File: src/rtl/uart_rx_frame.sv
// uart_rx_frame: 8N1 UART receiver with start-glitch rejection, framing-error and break handling
module uart_rx_frame #(
  parameter int CLKS_PER_BIT = 5000
) (
  input  logic       clk,
  input  logic       res,
  input  logic       RX,
  output logic [7:0] data_out,
  output logic       en_data_out,
  output logic       frame_err,
  output logic       busy
);
  localparam int HALF_BIT = CLKS_PER_BIT / 2;
  localparam int CW = $clog2(CLKS_PER_BIT);
  localparam logic [CW-1:0] MID = CW'(HALF_BIT - 1);
  localparam logic [CW-1:0] LAST = CW'(CLKS_PER_BIT - 1);
  localparam logic [2:0] IDLE  = 3'd0;
  localparam logic [2:0] START = 3'd1;
  localparam logic [2:0] DATA  = 3'd2;
  localparam logic [2:0] STOP  = 3'd3;
  localparam logic [2:0] BRK   = 3'd4;
  logic          rx_m, rx_s, rx_d;
  logic [2:0]    state;
  logic [CW-1:0] cnt;
  logic [2:0]    idx;
  logic [7:0]    shift;
  assign busy = state != IDLE;
  // two-flop synchroniser plus one delay flop for falling-edge detection; idle-high reset avoids a false start
  always_ff @(posedge clk or negedge res)
    if (!res) {rx_d, rx_s, rx_m} <= 3'b111;
    else {rx_d, rx_s, rx_m} <= {rx_s, rx_m, RX};
  // frame FSM: mid-bit sampling, byte assembly and single-cycle result strobes
  always_ff @(posedge clk or negedge res)
    if (!res) begin
      state <= IDLE;
      cnt <= '0;
      idx <= '0;
      shift <= '0;
      data_out <= '0;
      en_data_out <= 1'b0;
      frame_err <= 1'b0;
    end else begin
      en_data_out <= 1'b0;
      frame_err <= 1'b0;
      cnt <= cnt + 1'b1;
      case (state)
        IDLE: begin
          cnt <= '0;
          if (rx_d & ~rx_s) state <= START;
        end
        START:
          if (cnt == MID) begin
            cnt <= '0;
            idx <= '0;
            state <= rx_s ? IDLE : DATA;
          end
        DATA:
          if (cnt == LAST) begin
            cnt <= '0;
            shift <= {rx_s, shift[7:1]};
            idx <= idx + 1'b1;
            if (idx == 3'd7) state <= STOP;
          end
        STOP:
          if (cnt == LAST) begin
            cnt <= '0;
            if (rx_s) begin
              data_out <= shift;
              en_data_out <= 1'b1;
              state <= IDLE;
            end else begin
              frame_err <= 1'b1;
              state <= BRK;
            end
          end
        BRK: begin
          cnt <= '0;
          if (rx_s) state <= IDLE;
        end
        default: begin
          cnt <= '0;
          state <= IDLE;
        end
      endcase
    end
endmodule

File: config.mk
export PLATFORM = sky130hd
export DESIGN_NAME = uart_rx_frame
export DESIGN_NICKNAME = d
export VERILOG_FILES = /design/src/rtl/uart_rx_frame.sv
export SDC_FILE = /design/constraint.sdc
export NUM_CORES = 1
export LEC_CHECK = 0
export BUFFER_PORTS_ARGS = -buffer_cell sky130_fd_sc_hd__buf_2
export CAP_MARGIN = 40
export CELL_PAD_IN_SITES_DETAIL_PLACEMENT = 0
export CELL_PAD_IN_SITES_GLOBAL_PLACEMENT = 1
export CORE_UTILIZATION = 43
export DETAILED_ROUTE_END_ITERATION = 7
export PLACE_DENSITY_LB_ADDON = 0.1
export SLEW_MARGIN = 10
export SYNTH_ARGS = -nofsm -noshare
export SYNTH_HDL_FRONTEND = slang
export SYNTH_SLANG_ARGS = --single-unit
File: constraint.sdc
create_clock -name clk -period 2.02 [get_ports clk]
set_clock_uncertainty 0.05 [all_clocks]
set_input_delay 0.101 -clock clk [delete_from_list [all_inputs] [get_ports clk]]
set_output_delay 0.101 -clock clk [all_outputs]
set_load 0.02 [all_outputs]
==> impl_metrics.py, run 1 <==
metrics = {
    "outcome": {
        "outcome": "finished, final reports clean",
    },
    "sta": {
        "tightest_slew_ps": 486.9,
        "finalMaxSlewViolations": 0,
        "fin_ws_ps": 110.1,
        "slew_headroom_pct": 67.54,
        "timing.fmax_mhz": 523.6,
        "setup_viol": 0,
        "fin_hold_ws_ps": 154.4,
        "fin_crit_sh_pct": 94.55,
        "period_minus_slack_ps": 1910,
        "finalHoldViolCount": 0,
        "finalSetupTns_ps": 0,
        "grt_setup_unrepaired": "no",
    },
    "synth": {
        "synth_compound_area_share_pct": 3.161,
        "muxShareOfSynthArea_pct": 10.22,
        "syn_area_sq_um": 1861,
        "ys_seq_elements": 40,
        "ys.flop_type": "dfrtp_1",
        "synth_edf_count": 0,
        "synth_top_area_share_pct": 49.76,
        "syn_inst": 162,
        "synth_fa_ha_area_share_pct": 2.017,
        "yosys.cell_types.count": 44,
        "yosysWarnings": 0,
        "synth_simple_gate_area_share_pct": 21.86,
        "synth_top_family_by_area": "simple AND/OR/NAND/NOR gates",
        "yosys-top-cells-count": "dfrtp_1, nor2_1, mux2_2, nand2_1, nand3_1",
        "syn_nets": 168,
        "synth-xor-area-share_pct": 5.178,
        "ys_async_sr_fraction_pct": 100.0,
        "postSynthAreaPerCell_sq_um": 11.48,
        "ys_seq_area_share_pct": 54.00,
        "yosysMostFrequentCell": "dfrtp_1",
        "synth_top_area_cell": "dfrtp_1",
        "yosys-top-cells-area": "dfrtp_1, mux2_2, dfstp_2",
    },
    "setup_path": {
        "max_stage_delay_ps": 460,
        "worstSetupPathType": "reg -> reg",
        "path_cells": "nor3_1 -> and4b_4 -> nor3b_4 -> buf_4 -> mux2_2",
        "arrival_ps": 2040,
        "cp_max_fo": 11,
        "critPathRequiredTime_ps": 2150,
        "cp_slowest_cell": "dfrtp_1",
        "worst_setup_path_start_kind": "flop",
        "cp-end-kind": "flop",
    },
    "cts": {
        "post_cts_buffers": 0,
        "cts_tree": "done",
        "clockBufferDepth": 2,
        "htree_levels": 2,
        "cts_buffers": 5,
        "cts-root-buf": "clkbuf_8",
        "clock-sinks": 40,
        "clk_pin_slew_ps": 80,
        "insertion_delay_ps": 290,
    },
    "routing": {
        "drt.antenna.violating_nets": 0,
        "num_vias": 1243,
        "dr.pass1.iters": 4,
        "drtIter0Drc": 84,
        "wl_per_cell_microns": 14.65,
        "route.detailed.drc": 0,
        "wl_mm": 3.429,
        "vias_per_cell": 5.312,
    },
    "placement": {
        "placed_area_sq_um": 1991,
        "port_buffers": 13,
        "pre_cts_slack_ps": 133.9,
        "globalplace.congestion": 0.7832,
        "dp_hpwl_mm": 2.450,
    },
    "run": {
        "maxCapViolations": 0,
    },
    "layout": {
        "diodes": 0,
        "areaGrowthSynthToFinish_pct": 14.59,
        "multiInputGateArea_sq_um": 789.5,
        "nFillCells": 379,
        "regArea_sq_um": 1005,
        "final_area_sq_um": 2132,
        "finalNetCount": 189,
        "drive_gt1_share_pct": 29.35,
    },
    "floorplan": {
        "die_area_sq_um": 4594,
        "row_count": 23,
        "start_util_pct": 45.53,
        "core-area_sq_um": 4086,
        "fp.dieW_microns": 67.78,
        "ios": 14,
        "fp.dieH_microns": 67.78,
    },
    "pwr": {
        "pwr_density_cell_nw_per_um2": 880.6,
        "p_leak_nw": 1.059,
        "ir_drop_mv": 0.6070,
    },
    "global_routing": {
        "grt_pass1_wl_mm": 5.809,
        "track_usage_pct": 17.51,
        "grt_start_max_net_pins": 32,
        "overflow": 0,
        "grt_pass1_vias": 1211,
        "antenna_found_initial": 0,
    },
    "min_path": {
        "min_path_type": "in -> async",
    },
}
registers in the layout (all words and copies together) (netlist names), 3 cells and up:
register  cells
cnt          13
data_out      8
idx           3
shift         8
state         3
per-layer routing:
metal / part of all wire (%) / track usage (%) / routed length (microns)
met1: 51 / 24.06 / 1739
met3: 2.9 / 5.068 / 98
met5: 0 / 0 / 0
met2: 45 / 25.74 / 1547
met4: 1.3 / 7.031 / 44
critical path, delay by kind of cell (launching register included):
| kind | cells | cell delay [ps] |
|---|---|---|
| flops | 1 | 460 |
| buf+inv | 1 | 210 |
| simple gates | 3 | 720 |
| mux | 1 | 350 |
logic make-up after synthesis:
logic type	count (synthesis)
DFF	40
adders and majority gates	3
xor gates and xnor gates	11
AOI/OAI and AO/OA	10
buffers and inverters	10
and+or+nand+nor	71
muxes	17
final timing paths:
check / startpoint / endpoint / slack [ps] / depth (start not counted)
setup / recovery: cnt[3]$_DFF_PN0_ / shift[5]$_DFFE_PN0P_ / 110 / 5
hold / removal: res / state[0]$_DFFE_PN0P_ / 150 / 2
setup reg to reg: cnt[3]$_DFF_PN0_ / shift[5]$_DFFE_PN0P_ / 110 / 5
hold reg to reg: rx_m$_DFF_PN1_ / rx_s$_DFF_PN1_ / 310 / 0
max in group asynchronous: res / rx_s$_DFF_PN1_ / 1250 / 3
min in group clk: rx_m$_DFF_PN1_ / rx_s$_DFF_PN1_ / 310 / 0
stage by stage:
| stage | power (mW) | cells | util, % |
|---|---|---|---|
| 6_report | 1.878 | 234 | 52.17 |
| 5_1_grt | 1.973 | 234 | 52.17 |
| 4_1_cts | 1.902 | 234 | 52.17 |
| 3_5_place_dp | 1.199 | 224 | 48.71 |
| 3_3_place_gp | 1.183 | 223 | 48.22 |
| 2_1_floorplan | 1.107 | 162 | - |
layout make-up:
class	instances	share of cell area [%]
Sequential cell	40	47.12
Multi-Input combinational cell	112	37.03
Timing Repair Buffer	21	6.690
Clock buffer	6	3.873
Tap cell	50	2.934
Clock inverter	2	1.819
Inverter	3	0.5282
cell usage in the layout, fill, tap and decap left out, types with 3 or more instances in the layout:
cell and n:
a21oi_1 4, and3_1 3, and3_2 3, buf_2 13, buf_4 5, clkbuf_8 6, dfrtp_1 37, dfstp_2 3
ha_1 3, inv_1 3, mux2_2 15, nand2_1 11, nand3_1 9, nor2_1 20, o21ai_0 3, xnor2_1 4
xor2_1 7
repair_timing:
action | in CTS | in global routing
hold buffers | 2 | 0
resized for setup | 0 | 0
endpoints found under the hold margin | 38 | 0
where the power goes:
group	switching [mW]	total, mW	internal (mW)
registers	0.0920	0.964	0.872
clock network	0.286	0.690	0.404
logic	0.113	0.224	0.111
total	0.490	1.88	1.39
(Power assumes the default switching activity.)
==> run 2, diff against run 1 <==
- MAX_ROUTING_LAYER: not set -> met4
==> run 2 against run 1 <==
Effect of this change: largest power group unchanged; flip-flop and latch count is the same; non-clock buffer count did not move; critical path type unchanged; critical path depth stayed put; highest routed layer unchanged.
==> impl_metrics.py, run 2 (synthesis gave the netlist of run 1 again) <==
metrics = {
    "cts": {
        "post_cts_buffers": 0,
        "clk_pin_slew_ps": 80,
        "cts_tree": "done",
        "clockBufferDepth": 2,
        "htree_levels": 2,
        "clock-sinks": 40,
        "cts-root-buf": "clkbuf_8",
        "cts_hold_buf": 2,
        "insertion_delay_ps": 300,
        "cts_resized": 0,
        "cts_buffers": 5,
    },
    "global_routing": {
        "busiest_layer": "met2",
        "grt_start_max_net_pins": 32,
        "grt.met2_usage_pct": 25.74,
        "antenna_found_initial": 0,
        "grt_pass1_vias": 1210,
        "use_met1_pct": 24.06,
        "overflow": 0,
        "gr-usage-met3_pct": 5.574,
        "track_usage_pct": 18.13,
        "grt_pass1_wl_mm": 5.823,
    },
    "placement": {
        "pre_cts_slack_ps": 133.9,
        "placed_area_sq_um": 1991,
        "placedCellCount": 224,
        "globalplace.congestion": 0.7941,
        "dp_hpwl_mm": 2.450,
        "port_buffers": 13,
    },
    "layout": {
        "nFillCells": 379,
        "fin_cells": 234,
        "diodes": 0,
        "finalNetCount": 189,
        "regMostFlops": "cnt",
        "reg.largest.list": "cnt x13, data_out x8, shift x8",
        "areaGrowthSynthToFinish_pct": 14.59,
        "drive_gt1_share_pct": 29.35,
        "largest_reg_flops": 13,
        "most-common-layout-cells": "dfrtp_1, nor2_1, mux2_2",
        "final_area_sq_um": 2132,
        "layout.cells.most_common": "dfrtp_1",
    },
    "setup_path": {
        "reg2reg_to": "shift[5]$_DFFE_PN0P_",
        "worst_setup_path_start_kind": "flop",
        "rrSetupSlack_ps": 110,
        "cp_max_fo": 11,
        "critPathRequiredTime_ps": 2150,
        "worstSetupPathType": "reg -> reg",
        "r2r_cells": 5,
        "arrival_ps": 2040,
        "cp-end-kind": "flop",
        "rr_startpoint": "cnt[3]$_DFF_PN0_",
    },
    "routing": {
        "wl_mm": 3.435,
        "drt.antenna.violating_nets": 0,
        "vias_per_cell": 5.316,
        "drtIter0Drc": 81,
        "route.detailed.drc": 0,
        "dr.pass1.iters": 4,
        "wl_per_cell_microns": 14.68,
        "num_vias": 1244,
    },
    "floorplan": {
        "start_util_pct": 45.53,
        "row_count": 23,
        "core-area_sq_um": 4086,
        "ios": 14,
        "fp.dieW_microns": 67.78,
        "fp.dieH_microns": 67.78,
        "die_area_sq_um": 4594,
    },
    "pwr": {
        "p_leak_nw": 1.059,
        "ir_drop_mv": 0.6070,
        "pwr_density_cell_nw_per_um2": 881.2,
    },
    "sta": {
        "finalMaxSlewViolations": 0,
        "setup_viol": 0,
        "tightest_slew_ps": 486.3,
        "timing.fmax_mhz": 524.3,
        "slew_headroom_pct": 67.58,
        "period_minus_slack_ps": 1907,
        "fin_hold_ws_ps": 153.1,
        "finalSetupTns_ps": 0,
        "finalHoldViolCount": 0,
        "grt_setup_unrepaired": "no",
        "fin_ws_ps": 112.5,
        "fin_crit_sh_pct": 94.43,
    },
    "outcome": {
        "outcome": "finished, final reports clean",
    },
    "run": {
        "maxCapViolations": 0,
    },
    "min_path": {
        "min_path_type": "in -> async",
    },
}
[run 2: cell counts in the layout (fill, tap and decap cells not counted)]
No cell type changed its count.
[run 2: metrics by stage]
step,utilization (%),total power [mW]
global placement,48.22,1.183
CTS,52.17,1.902
detailed placement,48.71,1.199
global route,52.17,1.975
floorplan,-,1.107
finish,52.17,1.879
[run 2: layout make-up]
cell class,count,area [sq um],share of cell area (%)
Tap cell,50,62.56,2.934
Sequential cell,40,1005,47.12
Timing Repair Buffer,21,142.6,6.690
Clock buffer,6,82.58,3.873
Multi-Input combinational cell,112,789.5,37.03
Clock inverter,2,38.79,1.819
Inverter,3,11.26,0.5282
[run 2: how the worst max path moves through the flow]
stage | from | end | slack [ps] | cells past startpoint
2_1_floorplan | cnt[0]$_DFF_PN0_ | shift[0]$_DFFE_PN0P_ | 140 | 6
3_3_place_gp | cnt[3]$_DFF_PN0_ | shift[5]$_DFFE_PN0P_ | 200 | 5
3_5_place_dp | cnt[3]$_DFF_PN0_ | shift[5]$_DFFE_PN0P_ | 130 | 5
4_1_cts | cnt[3]$_DFF_PN0_ | shift[5]$_DFFE_PN0P_ | 110 | 5
5_1_grt | cnt[3]$_DFF_PN0_ | shift[5]$_DFFE_PN0P_ | 0.09 | 5
6_report | cnt[3]$_DFF_PN0_ | shift[5]$_DFFE_PN0P_ | 110 | 5
[run 2: per-layer routing]
layer	wire, microns	up-vias
met1	1739	612
met2	1551	22
met4	38	0
li1	-	602
met3	105	8
met5	0	-
[run 2: power breakdown]
group	switching [mW]	internal [mW]	leakage (nW)
clock	0.287	0.404	0.0614
combinational	0.113	0.111	0.468
sequential	0.0919	0.872	0.530
total	0.492	1.39	1.06
[run 2: critical path: stages (launching register included)]
cell and delay, ps:
dfrtp_1 460, nor3_1 230, and4b_4 310, nor3b_4 180, buf_4 210, mux2_2 350
